<file path="src/rtl/multicycle_controller_if.sv">
// rtl/multicycle_controller_if.sv - Controller <-> datapath signal bundle for the multicycle CPU.
interface multicycle_controller_if;
    logic [5:0] op_i;
    logic [5:0] funct_i;
    logic       zero_i;
    logic [2:0] alucont_o;
    logic       alusrca_o;
    logic [1:0] alusrcb_o;
    logic       iord_o;
    logic       memtoreg_o;
    logic       regdst_o;
    logic [1:0] pcsrc_o;
    logic       pcen_o;
    logic       irwrite_o;
    logic       regwrite_o;
    logic       memwrite_o;
    logic       illegal_o;
    logic [3:0] state_o;

    modport slave (
        input  op_i, funct_i, zero_i,
        output alucont_o, alusrca_o, alusrcb_o, iord_o, memtoreg_o, regdst_o,
               pcsrc_o, pcen_o, irwrite_o, regwrite_o, memwrite_o, illegal_o, state_o
    );

    modport master (
        output op_i, funct_i, zero_i,
        input  alucont_o, alusrca_o, alusrcb_o, iord_o, memtoreg_o, regdst_o,
               pcsrc_o, pcen_o, irwrite_o, regwrite_o, memwrite_o, illegal_o, state_o
    );
endinterface

</file>
<file path="src/rtl/multicycle_controller.sv">
// rtl/multicycle_controller.sv - Moore FSM sequencing the multicycle CPU datapath (lw/sw/R/beq/addi/j).
module multicycle_controller (
    input  logic                    clk_i,
    input  logic                    rst_i,
    multicycle_controller_if.slave  ctl
);
    typedef enum logic [3:0] {
        S_FETCH   = 4'd0,
        S_DECODE  = 4'd1,
        S_MEMADR  = 4'd2,
        S_MEMRD   = 4'd3,
        S_MEMWB   = 4'd4,
        S_MEMWR   = 4'd5,
        S_RTYPEEX = 4'd6,
        S_RTYPEWB = 4'd7,
        S_BEQEX   = 4'd8,
        S_ADDIEX  = 4'd9,
        S_ADDIWB  = 4'd10,
        S_JEX     = 4'd11
    } state_t;

    localparam logic [5:0] OP_LW    = 6'b100011;
    localparam logic [5:0] OP_SW    = 6'b101011;
    localparam logic [5:0] OP_RTYPE = 6'b000000;
    localparam logic [5:0] OP_BEQ   = 6'b000100;
    localparam logic [5:0] OP_ADDI  = 6'b001000;
    localparam logic [5:0] OP_J     = 6'b000010;

    state_t     state;
    state_t     next_state;
    logic [2:0] alucont;
    logic       alusrca;
    logic [1:0] alusrcb;
    logic       iord;
    logic       memtoreg;
    logic       regdst;
    logic [1:0] pcsrc;
    logic       pcwrite;
    logic       branch;
    logic       irwrite;
    logic       regwrite;
    logic       memwrite;
    logic       illegal;

    always_ff @(posedge clk_i) begin
        if (rst_i) begin
            state <= S_FETCH;
        end else begin
            state <= next_state;
        end
    end

    always_comb begin
        next_state = S_FETCH;
        alucont    = 3'b010;
        alusrca    = 1'b0;
        alusrcb    = 2'b00;
        iord       = 1'b0;
        memtoreg   = 1'b0;
        regdst     = 1'b0;
        pcsrc      = 2'b00;
        pcwrite    = 1'b0;
        branch     = 1'b0;
        irwrite    = 1'b0;
        regwrite   = 1'b0;
        memwrite   = 1'b0;
        illegal    = 1'b0;
        case (state)
            S_FETCH: begin
                next_state = S_DECODE;
                alusrcb    = 2'b01;
                irwrite    = 1'b1;
                pcwrite    = 1'b1;
            end
            S_DECODE: begin
                alusrcb = 2'b11;
                case (ctl.op_i)
                    OP_LW, OP_SW: next_state = S_MEMADR;
                    OP_RTYPE:     next_state = S_RTYPEEX;
                    OP_BEQ:       next_state = S_BEQEX;
                    OP_ADDI:      next_state = S_ADDIEX;
                    OP_J:         next_state = S_JEX;
                    default: begin
                        next_state = S_FETCH;
                        illegal    = 1'b1;
                    end
                endcase
            end
            S_MEMADR: begin
                next_state = (ctl.op_i == OP_LW) ? S_MEMRD : S_MEMWR;
                alusrca    = 1'b1;
                alusrcb    = 2'b10;
            end
            S_MEMRD: begin
                next_state = S_MEMWB;
                iord       = 1'b1;
            end
            S_MEMWB: begin
                memtoreg = 1'b1;
                regwrite = 1'b1;
            end
            S_MEMWR: begin
                iord     = 1'b1;
                memwrite = 1'b1;
            end
            S_RTYPEEX: begin
                next_state = S_RTYPEWB;
                alusrca    = 1'b1;
                case (ctl.funct_i)
                    6'b100010: alucont = 3'b110;
                    6'b100100: alucont = 3'b000;
                    6'b100101: alucont = 3'b001;
                    6'b101010: alucont = 3'b111;
                    default:   alucont = 3'b010;
                endcase
            end
            S_RTYPEWB: begin
                regdst   = 1'b1;
                regwrite = 1'b1;
            end
            S_BEQEX: begin
                alusrca = 1'b1;
                alucont = 3'b110;
                pcsrc   = 2'b01;
                branch  = 1'b1;
            end
            S_ADDIEX: begin
                next_state = S_ADDIWB;
                alusrca    = 1'b1;
                alusrcb    = 2'b10;
            end
            S_ADDIWB: begin
                regwrite = 1'b1;
            end
            S_JEX: begin
                pcsrc   = 2'b10;
                pcwrite = 1'b1;
            end
            default: next_state = S_FETCH;
        endcase
    end

    // Write enables and the illegal pulse are suppressed while reset is held so
    // an abandoned instruction can never commit.
    assign ctl.pcen_o     = ~rst_i & (pcwrite | (branch & ctl.zero_i));
    assign ctl.irwrite_o  = ~rst_i & irwrite;
    assign ctl.regwrite_o = ~rst_i & regwrite;
    assign ctl.memwrite_o = ~rst_i & memwrite;
    assign ctl.illegal_o  = ~rst_i & illegal;

    assign ctl.alucont_o  = alucont;
    assign ctl.alusrca_o  = alusrca;
    assign ctl.alusrcb_o  = alusrcb;
    assign ctl.iord_o     = iord;
    assign ctl.memtoreg_o = memtoreg;
    assign ctl.regdst_o   = regdst;
    assign ctl.pcsrc_o    = pcsrc;
    assign ctl.state_o    = state;
endmodule

</file>
<file path="src/flat_wrapper.sv">
// flat-port wrapper written by rule: the top's interface ports become plain ports
module multicycle_controller_flat 
  (clk_i, rst_i, ctl_op_i, ctl_funct_i, ctl_zero_i, ctl_alucont_o, ctl_alusrca_o, ctl_alusrcb_o, ctl_iord_o, ctl_memtoreg_o, ctl_regdst_o, ctl_pcsrc_o, ctl_pcen_o, ctl_irwrite_o, ctl_regwrite_o, ctl_memwrite_o, ctl_illegal_o, ctl_state_o);
  multicycle_controller_if ctl_i ();
  input  logic clk_i;
  input  logic rst_i;
  input wire logic [$bits(ctl_i.op_i)-1:0] ctl_op_i;
  input wire logic [$bits(ctl_i.funct_i)-1:0] ctl_funct_i;
  input wire logic [$bits(ctl_i.zero_i)-1:0] ctl_zero_i;
  output wire logic [$bits(ctl_i.alucont_o)-1:0] ctl_alucont_o;
  output wire logic [$bits(ctl_i.alusrca_o)-1:0] ctl_alusrca_o;
  output wire logic [$bits(ctl_i.alusrcb_o)-1:0] ctl_alusrcb_o;
  output wire logic [$bits(ctl_i.iord_o)-1:0] ctl_iord_o;
  output wire logic [$bits(ctl_i.memtoreg_o)-1:0] ctl_memtoreg_o;
  output wire logic [$bits(ctl_i.regdst_o)-1:0] ctl_regdst_o;
  output wire logic [$bits(ctl_i.pcsrc_o)-1:0] ctl_pcsrc_o;
  output wire logic [$bits(ctl_i.pcen_o)-1:0] ctl_pcen_o;
  output wire logic [$bits(ctl_i.irwrite_o)-1:0] ctl_irwrite_o;
  output wire logic [$bits(ctl_i.regwrite_o)-1:0] ctl_regwrite_o;
  output wire logic [$bits(ctl_i.memwrite_o)-1:0] ctl_memwrite_o;
  output wire logic [$bits(ctl_i.illegal_o)-1:0] ctl_illegal_o;
  output wire logic [$bits(ctl_i.state_o)-1:0] ctl_state_o;
  assign ctl_i.op_i = ctl_op_i;
  assign ctl_i.funct_i = ctl_funct_i;
  assign ctl_i.zero_i = ctl_zero_i;
  assign ctl_alucont_o = ctl_i.alucont_o;
  assign ctl_alusrca_o = ctl_i.alusrca_o;
  assign ctl_alusrcb_o = ctl_i.alusrcb_o;
  assign ctl_iord_o = ctl_i.iord_o;
  assign ctl_memtoreg_o = ctl_i.memtoreg_o;
  assign ctl_regdst_o = ctl_i.regdst_o;
  assign ctl_pcsrc_o = ctl_i.pcsrc_o;
  assign ctl_pcen_o = ctl_i.pcen_o;
  assign ctl_irwrite_o = ctl_i.irwrite_o;
  assign ctl_regwrite_o = ctl_i.regwrite_o;
  assign ctl_memwrite_o = ctl_i.memwrite_o;
  assign ctl_illegal_o = ctl_i.illegal_o;
  assign ctl_state_o = ctl_i.state_o;
  multicycle_controller u_core (.clk_i(clk_i), .rst_i(rst_i), .ctl(ctl_i));
endmodule
</file>
<file path="config.mk">
export PLATFORM = sky130hd
export DESIGN_NAME = multicycle_controller_flat
export DESIGN_NICKNAME = d
export VERILOG_FILES = /design/src/rtl/multicycle_controller_if.sv /design/src/rtl/multicycle_controller.sv /design/src/flat_wrapper.sv
export SDC_FILE = /design/constraint.sdc
export NUM_CORES = 1
export LEC_CHECK = 0
export CAP_MARGIN = 40
export CORE_UTILIZATION = 32
export DETAILED_ROUTE_END_ITERATION = 6
export PLACE_DENSITY = 0.77
export SYNTH_ARGS = -nofsm -noshare
export SYNTH_HDL_FRONTEND = slang
export SYNTH_SLANG_ARGS = --single-unit
</file>
<file path="constraint.sdc">
create_clock -name clk_i -period 1.95 [get_ports clk_i]
set_clock_uncertainty 0.1 [all_clocks]
set_input_delay 0.4875 -clock clk_i [delete_from_list [all_inputs] [get_ports clk_i]]
set_output_delay 0.4875 -clock clk_i [all_outputs]
set_load 0.01 [all_outputs]
</file>
==> metrics <==
gr ovfl total 0; Clock transition at path regs 0.04 ns; Worst slew margin 74.7%; sw power 0.000119 W; Setup violations, final 9; Power per Cell Area 290 nW/um^2; Cell Area, Synth 467 sq um; drt drc 0; Clk pwr share 33.9%; Final Worst Setup Slack -0.240 ns; Net Count, Synth 83; part of the cycle the worst path needs 112%; max_cap viols 0; design area 1200 sq um; I/O Pins 35; launching point of the worst reg2reg path u_core.ctl.state_o[0]; Flop pwr share 24.4%; Top FF cell, synth dfxtp_1; overall global routing resource usage 28.9%; Max Slew Vio Count 0; worst min-delay path class in2reg; # clock sinks 4; Critical Path RT 1.36 ns; peak supply drop 0.302 mV; drt wl/cell 18.0 um; die area 1620 sq um; cell taking the most area after synthesis dfxtp_1; number of global-route vias before repair 740; Synth Area per Inst 6.86 sq um; Synth top area share 17.2%; Gate power share 41.7%; 1st-iter DRT viols 22; crit path launch type flop; min-delay src ctl_op_i[3]; Post-synth EDFFs 0; max FFs per register 4; Final Hold Viols 0; Die Y 40.2 um; Max Freq 457 MHz; Post-layout nets 150; Core Footprint 1330 sq um; DP Worst Slack -0.822 ns; Rows 13; RSZ-0062 raised after global routing yes; Antenna Diode Count 0; hold path cells 3; hold buffers post-CTS 0; Netlist cell types 33; Vias/cell 5.69; routability cong. 0.791; Switching Share 34.2%; Final Non-Filler Cells 148; largest net degree at the start of global routing 12; slack of the worst reg-to-reg path 0.31 ns; Tmin final 2.19 ns; CP max FO 3; area of placed instances 1000 sq um; Tightest Pin Transition 0.370 ns; WP data arrival 1.60 ns; TritonCTS clock tree yes; failing checks negative setup slack; Area contributors post-synth dfxtp_1 17%, nor2_1 8.0%, a21oi_1 6.4%, nand2b_1 5.4%, nor3_1 4.3%; YS warnings 0; status finished with violations; Seq/Total Area, Yosys 17.2%; Post-DRT Antenna Nets 0; R2R Path End u_core.ctl.state_o[1]; Starting Density 35.0%; Clock Latency Late Sink 0.25 ns; first-pass iteration count of the detailed router 4; Syn Inst Count 68; cell total after placement 137; Detail Placement HPWL 1400 um; vias 842; Hold Crit Endpoint u_core.ctl.state_o[2]; Syn-to-layout area delta 156%; Leakage 0.518 nW; first-pass GRT wire length 3030 um; cts bufs inserted 3; R2R cell count 5; internal power 0.000228 W; initial antenna violation count 0; Setup Crit Path Kind reg2out; clk buf depth 2; Detailed Route WL 2660 um; worst hold slack 0.511 ns; Setup Total Neg Slack -1.23 ns; port bufs 34; crit end category output pin; root buffer cell clkbuf_4; Die X 40.2 um; Synth Register Bits 4; Async SR Flop Fraction 0%; layout cells sized above 1 66.9%; CTS H-tree depth 1
==> worst max path at each step <==
stage / startpoint / end / slack (ns) / cells past startpoint
after detailed placement: ctl_funct_i[4] / ctl_alucont_o[1] / -0.82 / 4
after global routing: u_core.ctl.state_o[0] / ctl_alucont_o[1] / -0.26 / 4
final: u_core.ctl.state_o[0] / ctl_alucont_o[1] / -0.24 / 4
after global placement: ctl_funct_i[4] / ctl_alucont_o[1] / -0.81 / 4
after floorplan: u_core.ctl.state_o[0] / ctl_alucont_o[1] / 0.04 / 3
after CTS: u_core.ctl.state_o[0] / ctl_alucont_o[1] / -0.24 / 4
==> metrics by stage <==
stage          power [W]  util, %
3_3_place_gp    0.000207     75.0
2_1_floorplan   0.000129        -
3_5_place_dp    0.000210     75.0
4_1_cts         0.000327     84.2
6_report        0.000347     89.7
5_1_grt         0.000358     89.7
==> critical path, stage by stage (launching register included) <==
cell,delay [ns]
dfxtp_2,0.32
nand2b_4,0.14
or4b_4,0.53
or2_4,0.25
buf_6,0.12
==> power by group through the flow <==
stage	clock, W	combinational, W	sequential (W)
after global placement	0	0.000120	0.0000869
after floorplan	0	0.0000409	0.0000884
final	0.000118	0.000144	0.0000846
after global routing	0.000123	0.000150	0.0000846
after detailed placement	0	0.000123	0.0000871
after CTS	0.000106	0.000136	0.0000859
==> area by class of cell <==
cell class,instances,area [sq um]
sequential,4,88.8
inverter,1,3.75
fill,70,138
clock buffer,3,22.5
timing repair buffer,67,541
multi-input combinational,58,522
tap,15,18.8
==> cell usage after synthesis (2+ instances only) <==
master / count
or2_2: 2
nor3_1: 4
nor4_1: 3
nand3_1: 3
a31oi_1: 2
xnor2_1: 2
clkbuf_1: 2
buf_2: 2
or3_1: 2
nand2_1: 3
nand2b_1: 4
nor2_1: 10
dfxtp_1: 4
a21oi_1: 6
==> layout by cell type, fill, tap and decap left out, types with 2 or more instances in the layout <==
cell type,instances
buf_4,24
buf_2,15
buf_6,12
clkdlybuf4s50_1,8
nor2_1,7
nand2b_4,4
a21oi_2,3
a21oi_1,3
clkbuf_4,3
dlygate4sd2_1,3
nor3_4,2
nand3_1,2
nor2_2,2
nand2_1,2
or2_4,2
xnor2_2,2
a31oi_1,2
clkbuf_2,2
dfxtp_4,2
==> what timing repair did <==
action	4_1_cts	5_1_grt
setup endpoints to repair	18	16
endpoints found under the hold margin	0	0
buffers inserted	3	6
gates resized for setup	117	19
pin swaps	14	8
==> per-layer routing <==
layer | vias up | wire, um | GRT usage (%)
li1 | 388 | - | -
met1 | 390 | 985 | 24.8
met2 | 58 | 1390 | 58.5
met3 | 6 | 236 | 5.00
met4 | 0 | 49 | 20.0
met5 | - | 0 | 0
==> logic make-up after synthesis <==
| family | Yosys count | share of synthesized area, % |
|---|---|---|
| xor+xnor | 2 | 3.75 |
| simple gates | 37 | 44.2 |
| buf+inv | 6 | 5.36 |
| compound gates | 18 | 27.3 |
| flops | 4 | 17.2 |
| mux | 1 | 2.14 |
No activity file was read; power rests on OpenSTA's default activity.
